[config.mk]
export PLATFORM = sky130hd
export DESIGN_NAME = adam_axil_from_obi
export DESIGN_NICKNAME = d
export VERILOG_FILES = /design/src/rtl/adam_axil_from_obi.sv
export SDC_FILE = /design/constraint.sdc
export NUM_CORES = 1
export LEC_CHECK = 0
export CAP_MARGIN = 20
export CORE_AREA = 2 2 101 103
export DETAILED_ROUTE_END_ITERATION = 10
export DIE_AREA = 0 0 103 105
export PLACE_DENSITY = 0.66
export SYNTH_ARGS = -nofsm -noshare
export SYNTH_HDL_FRONTEND = slang
export SYNTH_SLANG_ARGS = --single-unit
[constraint.sdc]
create_clock -name clk -period 4.42 [get_ports clk]
set_clock_uncertainty 0.05 [all_clocks]
set_input_delay 1.326 -clock clk [delete_from_list [all_inputs] [get_ports clk]]
set_output_delay 1.326 -clock clk [all_outputs]
set_load 0.05 [all_outputs]
[src/rtl/adam_axil_from_obi.sv]
// adam_axil_from_obi
// OBI slave to AXI-Lite master bridge. OBI requests are forwarded to the
// AXI-Lite AR channel (reads) or to the AW + W channels (writes) with no
// added latency: gnt is combinational from the AXI ready signals. An in-order
// FIFO of transaction types (1 = write, 0 = read) steers the single OBI
// response channel to either the B or the R channel. The FIFO steers by type
// only, because B and R can return in any relative order.
//
// Ports:
//   clk, rst                     clock and asynchronous active-high reset
//   req/gnt/addr/we/be/wdata     OBI request channel (slave side)
//   rvalid/rready/rdata          OBI response channel
//   aw_*, w_*, b_*, ar_*, r_*    AXI-Lite master channels
module adam_axil_from_obi #(
  parameter int unsigned ADDR_WIDTH = 32,
  parameter int unsigned DATA_WIDTH = 32,
  parameter int unsigned MAX_TRANS  = 4
) (
  input  logic                      clk,
  input  logic                      rst,
  // OBI slave
  input  logic                      req,
  output logic                      gnt,
  input  logic [ADDR_WIDTH-1:0]     addr,
  input  logic                      we,
  input  logic [DATA_WIDTH/8-1:0]   be,
  input  logic [DATA_WIDTH-1:0]     wdata,
  output logic                      rvalid,
  input  logic                      rready,
  output logic [DATA_WIDTH-1:0]     rdata,
  // AXI-Lite master: write address
  output logic [ADDR_WIDTH-1:0]     aw_addr,
  output logic [2:0]                aw_prot,
  output logic                      aw_valid,
  input  logic                      aw_ready,
  // AXI-Lite master: write data
  output logic [DATA_WIDTH-1:0]     w_data,
  output logic [DATA_WIDTH/8-1:0]   w_strb,
  output logic                      w_valid,
  input  logic                      w_ready,
  // AXI-Lite master: write response
  input  logic [1:0]                b_resp,
  input  logic                      b_valid,
  output logic                      b_ready,
  // AXI-Lite master: read address
  output logic [ADDR_WIDTH-1:0]     ar_addr,
  output logic [2:0]                ar_prot,
  output logic                      ar_valid,
  input  logic                      ar_ready,
  // AXI-Lite master: read data
  input  logic [DATA_WIDTH-1:0]     r_data,
  input  logic [1:0]                r_resp,
  input  logic                      r_valid,
  output logic                      r_ready
);

  localparam int unsigned PTR_W = $clog2(MAX_TRANS);
  localparam logic [PTR_W:0] FULL_CNT = (PTR_W+1)'(MAX_TRANS);

  logic [MAX_TRANS-1:0] type_q;
  logic [PTR_W-1:0]     wr_ptr_q, rd_ptr_q;
  logic [PTR_W:0]       count_q;
  logic                 aw_done_q, w_done_q;

  logic full, empty, head_is_wr, push, pop;

  // Responses are not reported to OBI; OBI has no error signalling here.
  logic unused_resp;
  assign unused_resp = ^{b_resp, r_resp};

  assign full       = (count_q == FULL_CNT);
  assign empty      = (count_q == '0);
  assign head_is_wr = type_q[rd_ptr_q];

  assign aw_addr = addr;
  assign ar_addr = addr;
  assign w_data  = wdata;
  assign w_strb  = be;
  assign aw_prot = '0;
  assign ar_prot = '0;

  always_comb begin
    gnt      = 1'b0;
    ar_valid = 1'b0;
    aw_valid = 1'b0;
    w_valid  = 1'b0;
    rvalid   = 1'b0;
    rdata    = '0;
    b_ready  = 1'b0;
    r_ready  = 1'b0;

    // Request path: explicit rst gating keeps all valids and gnt low while
    // reset is held, independent of what the OBI master drives.
    if (!rst && req && !full) begin
      if (we) begin
        // AW and W complete independently; grant in the cycle the later
        // of the two handshakes happens (or both together).
        aw_valid = !aw_done_q;
        w_valid  = !w_done_q;
        gnt      = (aw_done_q | aw_ready) & (w_done_q | w_ready);
      end else begin
        ar_valid = 1'b1;
        gnt      = ar_ready;
      end
    end

    // Response path steered by the oldest outstanding transaction type.
    if (!rst && !empty) begin
      if (head_is_wr) begin
        rvalid  = b_valid;
        b_ready = rready;
      end else begin
        rvalid  = r_valid;
        rdata   = r_data;
        r_ready = rready;
      end
    end
  end

  assign push = gnt;
  assign pop  = rvalid & rready;

  always_ff @(posedge clk or posedge rst) begin
    if (rst) begin
      type_q    <= '0;
      wr_ptr_q  <= '0;
      rd_ptr_q  <= '0;
      count_q   <= '0;
      aw_done_q <= 1'b0;
      w_done_q  <= 1'b0;
    end else begin
      if (push) begin
        type_q[wr_ptr_q] <= we;
        wr_ptr_q         <= wr_ptr_q + 1'b1;
      end
      if (pop) begin
        rd_ptr_q <= rd_ptr_q + 1'b1;
      end
      case ({push, pop})
        2'b10:   count_q <= count_q + 1'b1;
        2'b01:   count_q <= count_q - 1'b1;
        default: count_q <= count_q;
      endcase

      if (gnt) begin
        aw_done_q <= 1'b0;
        w_done_q  <= 1'b0;
      end else begin
        if (aw_valid && aw_ready) aw_done_q <= 1'b1;
        if (w_valid && w_ready)   w_done_q  <= 1'b1;
      end
    end
  end

endmodule

==> flow_metrics.tcl, run 1 <==
set metrics [dict create \
    status "complete, no violations" \
    drtIter0Drc 36 \
    dr_total_vias 1223 \
    start_util_pct 19.8 \
    ir_drop_v 0.0000895 \
    power.total_mw 0.732 \
    critPathSlowestCell "clkdlybuf4s50_1" \
    clock_tree.root_cell "clkbuf_8" \
    crit_family "simple AND/OR/NAND/NOR gates" \
    crit_path_cell_trace "clkdlybuf4s50_1 -> nand2b_4 -> or2_1 -> nor2_1 -> buf_12" \
    ios 259 \
    syn_area_um2 1910 \
    grt_pass1_wl_um 6930 \
    dieHeight_um 105 \
    synthTopCellsByArea "buf_4 (42%), dfrtp_1 (17%), and2_1 (11%)" \
    cp_data_arrival_time_ns 2.78 \
    clk_latency_ns 0.23 \
    p_per_area_nw_per_um2 288 \
    portBuffers 80 \
    rsz0062_at_grt "no" \
    setup_tns_ns 0 \
    hp-class "reg -> reg" \
    period_needed_ns 4.16 \
    die_w_um 103 \
    yosys_most_used_dff "dfrtp_1" \
    rows 36 \
    timing.final.hold_violations 0 \
    synth_edf_count 0 \
    overflow 0 \
    layout-drive-gt1-share_pct 25.9 \
    maxSlewViolCount 0 \
    cts_resized 0 \
    cts_tree "built" \
    p_leak_nw 1.01 \
    critPathMaxStageDelay_ns 0.51 \
    yosysSeqAreaShare_pct 17.0 \
    yosysTopAreaCell "buf_4" \
    first_pass_iters 4 \
    final_nets 333 \
    synth.avg_cell_area_um2 8.24 \
    postRouteWirelength_um 4430 \
    critical_path_class "in -> out" \
    place_area_um2 2490 \
    layout_worst_path_cycle_share_pct 94.0 \
    grt_max_degree 34 \
    grt_usage_pct 7.95 \
    yosysTopAreaCellShare_pct 41.7 \
    cp_num_buf_inv 2 \
    dp_hpwl_um 3760 \
    cts_hold_buf 0 \
    yosys-top-cells-count "buf_4 (106), and2_1 (33), dfrtp_1 (13)" \
    cp_max_fo 6 \
    cp-start-kind "input pin" \
    worst_setup_path_end_kind "output pin" \
    path_clk_slew_ns 0.05 \
    post_cts_buffers 0 \
    syn2layout_area_growth_pct 32.8 \
    clock-sinks 13 \
    synth_seq_cells 13 \
    wl_per_cell_um 12.8 \
    place.gp.congestion 0.767 \
    ys_types 33 \
    core_area_um2 9640 \
    via_per_inst 3.54 \
    postRouteAntennaNets 0 \
    async_flop_share_pct 100 \
    finalSetupViolCount 0 \
    synth.most_common_cell "buf_4" \
    yosysWarnings 0 \
    drc 0 \
    netlist_instances 232 \
    h-tree-depth 1 \
    numCtsBuffers 3 \
    die-area_um2 10800 \
    design_area_um2 2540 \
    fmax_ghz 0.241 \
    maxCapViolations 0 \
    grt_antenna_before_repair 0 \
    cp.required_ns 3.04 \
    grt_pass1_vias 1291 \
    antenna_cells 0 \
    cts_buffer_depth 2 \
]
## through the flow
stage	instances	setup slack, ns	hold slack [ns]	utilization, %
3_3_place_gp	341	0.258	0.448	25.9
2_1_floorplan	237	0.550	0.422	-
4_1_cts	345	0.246	0.471	26.3
6_report	345	0.263	0.471	26.3
5_1_grt	345	0.157	0.496	26.3
3_5_place_dp	341	0.260	0.459	25.9
## layout by cell type (no fill, tap or decap), drive strengths merged, types with 2 or more instances in the layout
master	count
nor4	4
clkdlybuf4s50	41
xnor2	2
ha	5
o21ai	6
nor3b	2
nor3	3
mux2i	7
dfrtp	13
o2bb2ai	2
and2	33
buf	41
nand2	6
o31ai	5
clkbuf	4
mux2	2
nor2	7
inv	12
xor2	3
a21oi	2
conb	6
## path summary, 6_finish.rpt
check,from,end,slack [ns],depth (start not counted)
min,count_q[2]$_DFFE_PP0P_,count_q[2]$_DFFE_PP0P_,0.47,1
max in group asynchronous,rst,type_q[2]$_DFFE_PP0P_,2.47,2
min in group asynchronous,rst,count_q[2]$_DFFE_PP0P_,1.53,2
max,rst,ar_valid,0.26,5
max reg2reg,rd_ptr_q[1]$_DFFE_PP0P_,count_q[2]$_DFFE_PP0P_,1.96,10
min reg2reg,count_q[2]$_DFFE_PP0P_,count_q[2]$_DFFE_PP0P_,0.47,1
## final cells by class
cell class / count / area [um2]
Multi-Input combinational cell: 101 / 737
Fill cell: 1021 / 7100
Inverter: 12 / 45.0
Timing Repair Buffer: 82 / 1220
Clock buffer: 4 / 45.0
Tap cell: 133 / 166
Sequential cell: 13 / 325
## cell families after synthesis
| kind of cell | synth area share [%] |
|---|---|
| buffers and inverters | 45.4 |
| and+or+nand+nor | 20.4 |
| AOI/OAI and AO/OA | 5.31 |
| DFF | 17.0 |
| muxes | 5.04 |
| adders and majority gates | 4.32 |
| xor gates and xnor gates | 2.29 |
| other | 0.196 |
## sequential cells by signal, summed over array words and instances, names as in the netlist
register / cells
aw_done_q: 1
count_q: 3
rd_ptr_q: 2
type_q: 4
w_done_q: 1
wr_ptr_q: 2
## layer usage
layer | up-vias | GRT usage (%) | part of all wire, %
li1 | 576 | - | -
met1 | 584 | 9.27 | 36
met2 | 39 | 13.5 | 54
met3 | 24 | 1.54 | 8.0
met4 | 0 | 4.04 | 2.6
met5 | - | 0 | 0
## report_power, final
| group | leakage (nW) | internal (mW) | switching [mW] |
|---|---|---|---|
| Combinational | 0.844 | 0.199 | 0.213 |
| Clock | 0.0228 | 0.0634 | 0.0377 |
| Sequential | 0.142 | 0.166 | 0.0526 |
| Total | 1.01 | 0.428 | 0.304 |
## worst register-to-register path: stages, from the launching register on
cell and delay, ns:
dfrtp_1 0.41, mux2i_1 0.36, mux2i_2 0.18, mux2i_1 0.17, nor2_1 0.14, ha_1 0.20, inv_1 0.07, fa_1 0.38
xor2_1 0.15, nor2_1 0.12, xor2_1 0.16
Power figures use the tool's default switching activity.
==> inputs of run 2 (changes only) <==
--- a/config.mk
+++ b/config.mk
@@ -6,10 +6,11 @@
 export NUM_CORES = 1
 export LEC_CHECK = 0
 export CAP_MARGIN = 20
-export CORE_AREA = 2 2 101 103
+export CORE_AREA = 2 2 99 101
 export DETAILED_ROUTE_END_ITERATION = 10
-export DIE_AREA = 0 0 103 105
-export PLACE_DENSITY = 0.66
+export DIE_AREA = 0 0 101 103
+export DONT_BUFFER_PORTS = 1
+export PLACE_DENSITY = 0.32
 export SYNTH_ARGS = -nofsm -noshare
 export SYNTH_HDL_FRONTEND = slang
 export SYNTH_SLANG_ARGS = --single-unit
==> run 2 against run 1 <==
Sequential share of layout area grew 12 points. Global-route usage is 2.0 points lower. Design area is 47% lower. Hold slack about the same. Sequential cell count unchanged. Via count shrank 27%. Power decreased by 16%. Combinational power shrank 29%. Worst setup slack improved by 0.53 ns. First-iteration DRC count down 36%. Core utilization fell by 12 points. Largest cell class is now multi-input combinational cells. Largest power group unchanged. Highest routed layer unchanged.
==> flow_metrics.tcl, run 2 (synthesis results as in run 1) <==
set metrics [dict create \
    r2r_start "count_q[0]$_DFFE_PP0P_" \
    dp_hpwl_um 2690 \
    final_nets 256 \
    critical_path_class "in -> out" \
    path_clk_slew_ns 0.05 \
    layout_commonest_cell "and2_1" \
    start_util_pct 20.2 \
    r2r_setup_slack_ns 1.91 \
    grt_usage_pct 5.91 \
    timing.final.hold_violations 0 \
    swShare_pct 46.0 \
    syn2layout_area_growth_pct -30.0 \
    slew_headroom_pct 64.5 \
    top_regs "type_q x4, count_q x3" \
    status "complete, no violations" \
    setup_tns_ns 0 \
    layout_worst_path_cycle_share_pct 82.0 \
    cts_resized 0 \
    p_per_area_nw_per_um2 461 \
    holdPathStages 1 \
    finalSetupViolCount 0 \
    p_leak_nw 0.545 \
    clock_tree.root_cell "clkbuf_8" \
    dr_total_vias 896 \
    cp_data_arrival_time_ns 2.25 \
    power_switching_mw 0.284 \
    cts_hold_buf 0 \
    antenna_cells 0 \
    design_area_um2 1340 \
    grt_max_degree 34 \
    post_cts_buffers 0 \
    layout_setup_ws_ns 0.796 \
    via_per_inst 3.60 \
    tightest_slew_ns 0.532 \
    p_seq_share_pct 35.4 \
    fmax_ghz 0.276 \
    cp-start-kind "input pin" \
    cp.required_ns 3.04 \
    period_needed_ns 3.62 \
    hp-class "reg -> reg" \
    clock-sinks 13 \
    dieHeight_um 103 \
    regToRegEndpoint "count_q[2]$_DFFE_PP0P_" \
    portBuffers 0 \
    ff2ff_path_depth 10 \
    clk_latency_ns 0.24 \
    maxCapViolations 0 \
    numCtsBuffers 3 \
    place_area_um2 1290 \
    wl_per_cell_um 13.2 \
    postRouteAntennaNets 0 \
    h-tree-depth 1 \
    clkPwrFrac_pct 16.9 \
    postRouteWirelength_um 3290 \
    cp_max_fo 6 \
    rsz0062_at_grt "no" \
    grt_pass1_vias 873 \
    die_w_um 101 \
    rows 36 \
    largest_reg_flops 4 \
    core_area_um2 9460 \
    drc 0 \
    min_to "count_q[2]$_DFFE_PP0P_" \
    maxSlewViolCount 0 \
    grt_antenna_before_repair 0 \
    place.gp.congestion 0.651 \
    internal_power_mw 0.333 \
    worst_setup_path_end_kind "output pin" \
    comb_power_share_pct 47.6 \
    overflow 0 \
    layout-drive-gt1-share_pct 14.8 \
    cts_buffer_depth 2 \
    dp_slack_ns 0.778 \
    grt_pass1_wl_um 4730 \
    holdWs_ns 0.471 \
    ir_drop_v 0.0000737 \
    layout.cells.non_filler 249 \
    ios 259 \
    regMostFlops "type_q" \
    die-area_um2 10400 \
    cts_tree "built" \
    final_cell_mix "and2_1 (33), dfrtp_1 (13), inv_1 (12)" \
    drtIter0Drc 23 \
    numPlacedInstances 245 \
    first_pass_iters 3 \
    hp-start "count_q[2]$_DFFE_PP0P_" \
]
[run 2: worst max-delay path by stage]
stage / cells after the start / slack, ns / endpoint / start
after CTS: 3 / 0.78 / gnt / rst
after floorplan: 4 / 0.55 / ar_valid / rst
after global placement: 3 / 0.77 / gnt / rst
after global routing: 3 / 0.67 / rdata[30] / rst
after detailed placement: 3 / 0.78 / gnt / rst
final: 3 / 0.80 / gnt / rst
[run 2: cell type report]
| class | count | area, um2 |
|---|---|---|
| inverter | 12 | 45.0 |
| timing repair buffer | 5 | 37.5 |
| sequential | 13 | 325 |
| multi-input combinational | 101 | 742 |
| fill | 1072 | 8120 |
| tap | 114 | 143 |
| clock buffer | 4 | 45.0 |
[run 2: critical path: stages]
cell      delay, ns
nand2b_4       0.15
or2_1          0.34
nor2_4         0.42
[run 2: per-layer routing]
metal | up-vias | track usage (%) | wire length [um]
met1 | 401 | 7.86 | 1380
met5 | - | 0 | 0
met4 | 0 | 4.26 | 92
met2 | 48 | 7.23 | 1390
met3 | 23 | 2.85 | 425
li1 | 424 | - | -
[run 2: power by group through the flow]
stage,sequential [mW],clock (mW),combinational (mW)
3_5_place_dp,0.222,0,0.297
4_1_cts,0.219,0.112,0.298
5_1_grt,0.229,0.119,0.331
3_3_place_gp,0.222,0,0.297
2_1_floorplan,0.211,0,0.504
6_report,0.219,0.104,0.294
[run 2: per-stage QoR]
stage,total power [mW],utilization (%)
finish,0.617,14.1
global route,0.678,14.1
CTS,0.629,14.1
detailed placement,0.519,13.7
global placement,0.519,13.7
floorplan,0.715,-
